$ cat src/rtl/gain_apply.sv
// Applies the calibrated channel gain to a complex FFT-bin stream.
// New gains are held pending and only take effect at the next frame start (bin 0).
module gain_apply #(
  parameter int NFFT      = 2048,
  parameter int GAIN_FRAC = 8,
  parameter int UNITY     = 256
) (
  input  logic        clk,
  input  logic        rst_n,
  input  logic [11:0] gain,
  input  logic        calvalid,
  input  logic        in_valid,
  input  logic [23:0] in_re,
  input  logic [23:0] in_im,
  output logic        out_valid,
  output logic [23:0] out_re,
  output logic [23:0] out_im,
  output logic        out_last,
  output logic [11:0] gain_active,
  output logic        sat_flag
);

  localparam int                 CW       = $clog2(NFFT);
  localparam logic [CW-1:0]      LAST_BIN = CW'(NFFT - 1);
  localparam logic [11:0]        UNITY_G  = 12'(UNITY);
  localparam logic signed [36:0] RND      = 37'sd1 <<< (GAIN_FRAC - 1);
  localparam logic signed [36:0] MAX_V    = 37'sd8388607;
  localparam logic signed [36:0] MIN_V    = -37'sd8388608;

  typedef enum logic [1:0] {
    BYPASS,
    ARMED,
    RUN
  } state_t;

  state_t             r_state;
  state_t             w_next_state;
  logic               r_calvalid_d;
  logic               w_cal_edge;
  logic [11:0]        r_gain_pend;
  logic               r_pending;
  logic [CW-1:0]      r_bin_cnt;
  logic [11:0]        r_gain_active;
  logic               w_frame_start;
  logic               w_apply;
  logic [11:0]        w_mult_gain;
  logic signed [12:0] w_gain_ext;
  logic signed [36:0] w_prod_re;
  logic signed [36:0] w_prod_im;

  logic               r_s1_valid;
  logic               r_s1_last;
  logic signed [36:0] r_s1_re;
  logic signed [36:0] r_s1_im;

  logic signed [36:0] w_rnd_re;
  logic signed [36:0] w_rnd_im;
  logic               w_hi_re;
  logic               w_lo_re;
  logic               w_hi_im;
  logic               w_lo_im;
  logic [23:0]        w_sat_re;
  logic [23:0]        w_sat_im;

  logic               r_out_valid;
  logic               r_out_last;
  logic [23:0]        r_out_re;
  logic [23:0]        r_out_im;
  logic               r_sat_flag;

  assign w_cal_edge    = calvalid & ~r_calvalid_d;
  assign w_frame_start = in_valid && (r_bin_cnt == '0);

  always_ff @(posedge clk or negedge rst_n) begin
    if (!rst_n) begin
      r_state <= BYPASS;
    end else begin
      r_state <= w_next_state;
    end
  end

  // The pending flag is checked before this cycle's calvalid edge is folded in,
  // so an edge coinciding with a bin-0 sample waits for the following frame.
  always_comb begin
    w_next_state = r_state;
    w_apply      = 1'b0;
    w_mult_gain  = UNITY_G;
    case (r_state)
      BYPASS: begin
        if (w_cal_edge) begin
          w_next_state = ARMED;
        end
      end
      ARMED, RUN: begin
        w_mult_gain = r_gain_active;
        if (w_frame_start && r_pending) begin
          w_apply      = 1'b1;
          w_mult_gain  = r_gain_pend;
          w_next_state = RUN;
        end
      end
      default: begin
        w_next_state = BYPASS;
      end
    endcase
  end

  always_ff @(posedge clk or negedge rst_n) begin
    if (!rst_n) begin
      r_calvalid_d  <= 1'b0;
      r_gain_pend   <= '0;
      r_pending     <= 1'b0;
      r_bin_cnt     <= '0;
      r_gain_active <= UNITY_G;
    end else begin
      r_calvalid_d <= calvalid;
      if (in_valid) begin
        r_bin_cnt <= r_bin_cnt + 1'b1;
      end
      if (w_apply) begin
        r_gain_active <= r_gain_pend;
        r_pending     <= 1'b0;
      end
      if (w_cal_edge) begin
        r_gain_pend <= gain;
        r_pending   <= 1'b1;
      end
    end
  end

  assign w_gain_ext = $signed({1'b0, w_mult_gain});
  assign w_prod_re  = $signed(in_re) * w_gain_ext;
  assign w_prod_im  = $signed(in_im) * w_gain_ext;

  always_ff @(posedge clk or negedge rst_n) begin
    if (!rst_n) begin
      r_s1_valid <= 1'b0;
      r_s1_last  <= 1'b0;
      r_s1_re    <= '0;
      r_s1_im    <= '0;
    end else begin
      r_s1_valid <= in_valid;
      r_s1_last  <= in_valid && (r_bin_cnt == LAST_BIN);
      if (in_valid) begin
        r_s1_re <= w_prod_re;
        r_s1_im <= w_prod_im;
      end
    end
  end

  // Round half toward +inf, then clip to the 24-bit signed range.
  assign w_rnd_re = (r_s1_re + RND) >>> GAIN_FRAC;
  assign w_rnd_im = (r_s1_im + RND) >>> GAIN_FRAC;
  assign w_hi_re  = w_rnd_re > MAX_V;
  assign w_lo_re  = w_rnd_re < MIN_V;
  assign w_hi_im  = w_rnd_im > MAX_V;
  assign w_lo_im  = w_rnd_im < MIN_V;
  assign w_sat_re = w_hi_re ? 24'h7FFFFF : (w_lo_re ? 24'h800000 : w_rnd_re[23:0]);
  assign w_sat_im = w_hi_im ? 24'h7FFFFF : (w_lo_im ? 24'h800000 : w_rnd_im[23:0]);

  always_ff @(posedge clk or negedge rst_n) begin
    if (!rst_n) begin
      r_out_valid <= 1'b0;
      r_out_last  <= 1'b0;
      r_out_re    <= '0;
      r_out_im    <= '0;
      r_sat_flag  <= 1'b0;
    end else begin
      r_out_valid <= r_s1_valid;
      r_out_last  <= r_s1_last;
      if (r_s1_valid) begin
        r_out_re <= w_sat_re;
        r_out_im <= w_sat_im;
        if (w_hi_re || w_lo_re || w_hi_im || w_lo_im) begin
          r_sat_flag <= 1'b1;
        end
      end
    end
  end

  assign out_valid   = r_out_valid;
  assign out_last    = r_out_last;
  assign out_re      = r_out_re;
  assign out_im      = r_out_im;
  assign gain_active = r_gain_active;
  assign sat_flag    = r_sat_flag;

endmodule

$ cat config.mk
export PLATFORM = sky130hd
export DESIGN_NAME = gain_apply
export DESIGN_NICKNAME = d
export VERILOG_FILES = /design/src/rtl/gain_apply.sv
export SDC_FILE = /design/constraint.sdc
export NUM_CORES = 2
export LEC_CHECK = 0
export BUFFER_PORTS_ARGS = -buffer_cell sky130_fd_sc_hd__buf_2
export CAP_MARGIN = 20
export CORE_ASPECT_RATIO = 0.6
export CORE_MARGIN = 10
export CORE_UTILIZATION = 50
export CTS_CLUSTER_SIZE = 40
export DETAILED_ROUTE_END_ITERATION = 16
export PLACE_DENSITY = 0.67
export SYNTH_ARGS = -nofsm -noshare
export SYNTH_HDL_FRONTEND = slang
export SYNTH_SLANG_ARGS = --single-unit
$ cat constraint.sdc
create_clock -name clk -period 9.35 [get_ports clk]
set_input_delay 1.87 -clock clk [delete_from_list [all_inputs] [get_ports clk]]
set_output_delay 1.87 -clock clk [all_outputs]
set_load 0.01 [all_outputs]
# After elaboration in Yosys (flattened, before gate mapping)
# Cells that the tools add are included.
# W data, S select, Z words.
# totals
romBits	0
output_inout_bits	63
regBits	166
memories	0
ramBits	0
latchBits	0
wordCells	56
# classes
reduce_logical	12
shift	0
n_mux	13
magnitude_cmp	4
bitwise_logic	2
n_addsub	3
eq_ne	5
n_mul	2
div_mod_pow	0
# ops
operator	n
$mux W24	4
$add A37 B9 Y37 const B	2
$mul A24 B13 Y37	2
$gt A29 B24 Y1 const B	2
$lt A29 B24 Y1 const B	2
$mux W12	2
$add A11 B1 Y11 const B	1
$eq A11 B11 Y1 const B	1
$logic_not A11 Y1	1
$mux W1	4
$mux W2	2
$ne A2 B2 Y1 const B	2
$pmux W2 S2	1
$reduce_and A2 Y1	2
$logic_and A1 B1 Y1	3
$logic_or A1 B1 Y1	3
$eq A2 B1 Y1 const B	1
$eq A2 B2 Y1 const B	1
$logic_not A2 Y1	1
$reduce_bool A2 Y1	1
$reduce_or A2 Y1	1
$and A1 B1 Y1	1
$not A1 Y1	1

# Longest topological paths before layout
# logic_depth
depth_word	7
ltp_mapped	30
ltp_nobuf	28

# Worst setup path before layout
# Ideal clock, no wire load.
# synth_timing
path_kind	input -> register
start	input port in_valid
end	register r_s1_im[33]
path_stages	26
setup_slack_ns	0.837
n_path_buf	3
t_arrival_ns	8.432
setup_ns	0.082
path_cell_list	nor4b_2 nand3_1 clkbuf_1 mux2i_1 nor2b_1 clkbuf_1 clkbuf_1 nand2_1 fa_1 fa_1 inv_1 fa_1 fa_1 inv_1 fa_1 inv_1 ha_1 nand3_1 nor3_1 nand3_1 a211oi_1 o211ai_1 a31oi_2 a211oi_1 or3_1 a31oi_1
# synth_between
elab_chain_cells	5
# synth_lines
element	line	source
start: declaration	12	input logic in_valid,
$logic_and A1 B1 Y1	72	assign w_frame_start = in_valid && (r_bin_cnt == '0);
$logic_and A1 B1 Y1	96	if (w_frame_start && r_pending) begin
$mux W12	96	
$mux W12	88	case (r_state)
$mul A24 B13 Y37	133	assign w_prod_im = $signed(in_im) * w_gain_ext;
end signal: assignment	146	r_s1_im <= w_prod_im;
end: declaration	54	logic signed [36:0] r_s1_im;
# Parallel ways exist; a longest one is shown, timed or not.
# A chain may end at the register's enable or synchronous reset.

# Worst setup path after layout
# layout_timing
start	input port in_valid
end	register r_s1_re[36]
# layout_between
elab_chain_cells	5
# layout_lines
element	line	source
$logic_and A1 B1 Y1	72	
$logic_and A1 B1 Y1	96	
$mux W12	96	
$mux W12	88	
$mul A24 B13 Y37	132	assign w_prod_re = $signed(in_re) * w_gain_ext;
end signal: assignment	145	r_s1_re <= w_prod_re;
end: declaration	53	logic signed [36:0] r_s1_re;
# Parallel ways exist; a longest one is shown, timed or not.

==> reports/qor.csv <==
metric,value,unit
status,"finished, final reports clean",
synth_top_family_by_area,adder cells,
dp_slack,0.539,ns
antenna_found_initial,7,
slew_headroom,30.9,%
clk_pin_slew_worst_paths,0.07,ns
grt-ovfl-total,0,
hpwl,57400,um
regArea,3810,um2
cts_tree,done,
gr-usage-met2,36.2,%
crit_buf_inv,6,
synth_flop_cell,dfrtp_1,
grt_pass1_wl,121000,um
grt_use_met1,30.7,%
port_buffers,126,
syn2layout_area_growth,6.92,%
period_minus_slack,8.50,ns
required,9.69,ns
cts-root-buf,clkbuf_16,
cap_violations,0,
syn_inst,3138,
die_width,326,um
fin_setup_tns,0,ns
top_usage_layer,met2,
synth_area,28100,um2
syn_avg_cell_area,8.94,um2
worstSkewPairLatency,0.46,ns
synth_edf_count,0,
rsz0062_at_grt,no,
slew_viol_final,0,
ys.warnings.count,0,
synth_compound_area_share,7.50,%
hp-class,reg -> reg,
die_area,66300,um2
tightest_slew,1.03,ns
wirelength,71500,um
cp_max_fo,19,
final-hold-violation-count,0,
use_met3,3.85,%
yosys.area_share.simple,16.7,%
grt_pass1_vias,23118,
synthMuxAreaShare,2.77,%
grt_max_degree,95,
cts_hold_buf,0,
viasPerCell,5.33,
fin_ws,0.849,ns
ys_seq_area_share,13.6,%
place_congestion,0.900,
fillers,5145,
core,55700,um2
drt_first_iter_violations,1544,
end_kind,register,
nNetsFinal,3896,
synth-seq-cells,152,
critPathMostFrequentCell,fa_1,
synthArstFlopShare,100,%
fp-row-count,67,
io_pins,127,
post_cts_resized,0,
rrSetupSlack,1.64,ns
critPathTopFamily,adder cells,
synth_xor_area_share,3.62,%
drtPass1Iterations,5,
fmax,118,MHz
final-setup-viol-count,0,
finalClockSkew,0.0171,ns
synthAdderAreaFrac,44.0,%
start_util,50.4,%
fin_hold_ws,0.352,ns
cpMaxStageDelayCell,nor2b_4,
ant_nets,0,
drive_gt1_share,8.78,%
clock-sinks,152,
fp.dieH,203,um
critPathLaunchType,primary input,
track_usage,22.3,%
drc,0,
synth_cell_type_count,76,
syn-num-nets,3879,
wl_per_cell,18.2,um
criticalPathCategory,in -> reg,
numCtsBuffers,17,
postCtsSetupBuffers,0,
min_period_over_period,90.9,%
htree_levels,4,
slowest_delay,0.59,ns
cp.arrival,8.84,ns
via_count,20963,
max-clock-path-buffers,2,
multi_input_area,21000,um2
[layer usage]
layer / share of wire (%) / up-vias
li1: - / 9497
met1: 44 / 10683
met2: 46 / 695
met3: 7.3 / 88
met4: 2.4 / 0
met5: 0 / -
[layout make-up]
| type | instances | share of cell area, % |
|---|---|---|
| Tap cell | 759 | 3.17 |
| Inverter | 717 | 8.97 |
| Antenna cell | 6 | 0.0501 |
| Sequential cell | 152 | 12.7 |
| Timing Repair Buffer | 157 | 3.19 |
| Clock buffer | 18 | 1.46 |
| Multi-Input combinational cell | 2110 | 69.9 |
| Clock inverter | 13 | 0.567 |
[final timing paths]
check | cells after the start | start | endpoint
max | 25 | in_valid | r_s1_re[36]$_DFFE_PN0P_
min | 0 | r_s1_last$_DFF_PN0_ | out_last$_DFF_PN0_
max reg2reg | 27 | r_bin_cnt[0]$_DFFE_PN0P_ | r_s1_re[36]$_DFFE_PN0P_
min reg2reg | 0 | r_s1_last$_DFF_PN0_ | out_last$_DFF_PN0_
max in group asynchronous | 2 | rst_n | r_s1_valid$_DFF_PN0_
min in group asynchronous | 1 | rst_n | r_gain_pend[7]$_DFFE_PN0P_
[cells by family after synthesis]
family,after synthesis
AO/OA/AOI/OAI,315
XOR/XNOR,116
adder cells (fa/ha/maj),677
buffers and inverters,876
flip-flops,152
multiplexers,71
AND/OR/NAND/NOR,931
[per-stage QoR]
stage / cells / cell area, um2 / utilization, %
floorplan: 3138 / 28100 / -
global placement: 3895 / 29400 / 52.8
detailed placement: 3895 / 29400 / 52.8
CTS: 3926 / 30000 / 53.9
global route: 3929 / 30000 / 53.9
finish: 3932 / 30000 / 53.9
[synth_stat cells, types with 5 or more instances]
library cell  count  share of area (%)
a211oi_1          5               0.13
a21o_1           49                1.3
a21oi_1         107                1.9
a31oi_1          11               0.25
and2_1          297                6.6
and3_1           12               0.27
and4_1            7               0.22
buf_6             5               0.20
clkbuf_1        149                2.0
dfrtp_1         151                 13
fa_1            514                 37
ha_1            163                7.3
inv_1           717                9.6
mux2_2           54                2.2
mux2i_1          17               0.61
nand2_1         387                5.2
nand2b_1          5               0.11
nand3_1          46               0.82
nand3b_1          6               0.16
nand4_1          30               0.67
nor2_1           83                1.1
nor2b_1          18               0.40
nor3_1           15               0.27
nor4_1            5               0.11
o211ai_1         24               0.64
o21a_1           24               0.64
o21ai_0          23               0.41
o21bai_1         12               0.32
o22a_1            5               0.16
or3_1             6               0.13
xnor2_1          71                2.2
xor2_1           45                1.4
[flip-flops by register name, summed over array words and instances (netlist names), 2 cells and up]
register     flops
r_bin_cnt       11
r_state          2
r_gain_pend     12
gain_active     12
out_re          24
r_s1_im         30
r_s1_re         30
out_im          24
[cell usage in the layout, fill, tap and decap left out, types with 11 or more instances in the layout]
master,n
buf_2,125
buf_4,24
a21oi_1,107
a31oi_1,11
o21ai_0,23
dfrtp_1,150
clkbuf_16,17
a21o_1,49
ha_1,163
nor3_1,15
nand2_1,387
and3_1,12
nand3_1,46
mux2_2,54
o211ai_1,24
nand4_1,30
xnor2_1,71
fa_1,514
o21bai_1,12
and2_1,297
o21a_1,24
nor2_1,83
xor2_1,45
mux2i_1,17
inv_1,717
[worst register-to-register path: cells and delay by family (launching register included)]
kind | cells | cell delay [ns]
buffers and inverters | 7 | 0.93
multiplexers | 1 | 0.19
flip-flops | 1 | 0.43
adder cells (fa/ha/maj) | 7 | 3.08
AO/OA/AOI/OAI | 5 | 1.49
AND/OR/NAND/NOR | 7 | 1.48
Power is not shown: default switching activity piles up to over one toggle a cycle in this logic, so the estimate is an artifact.
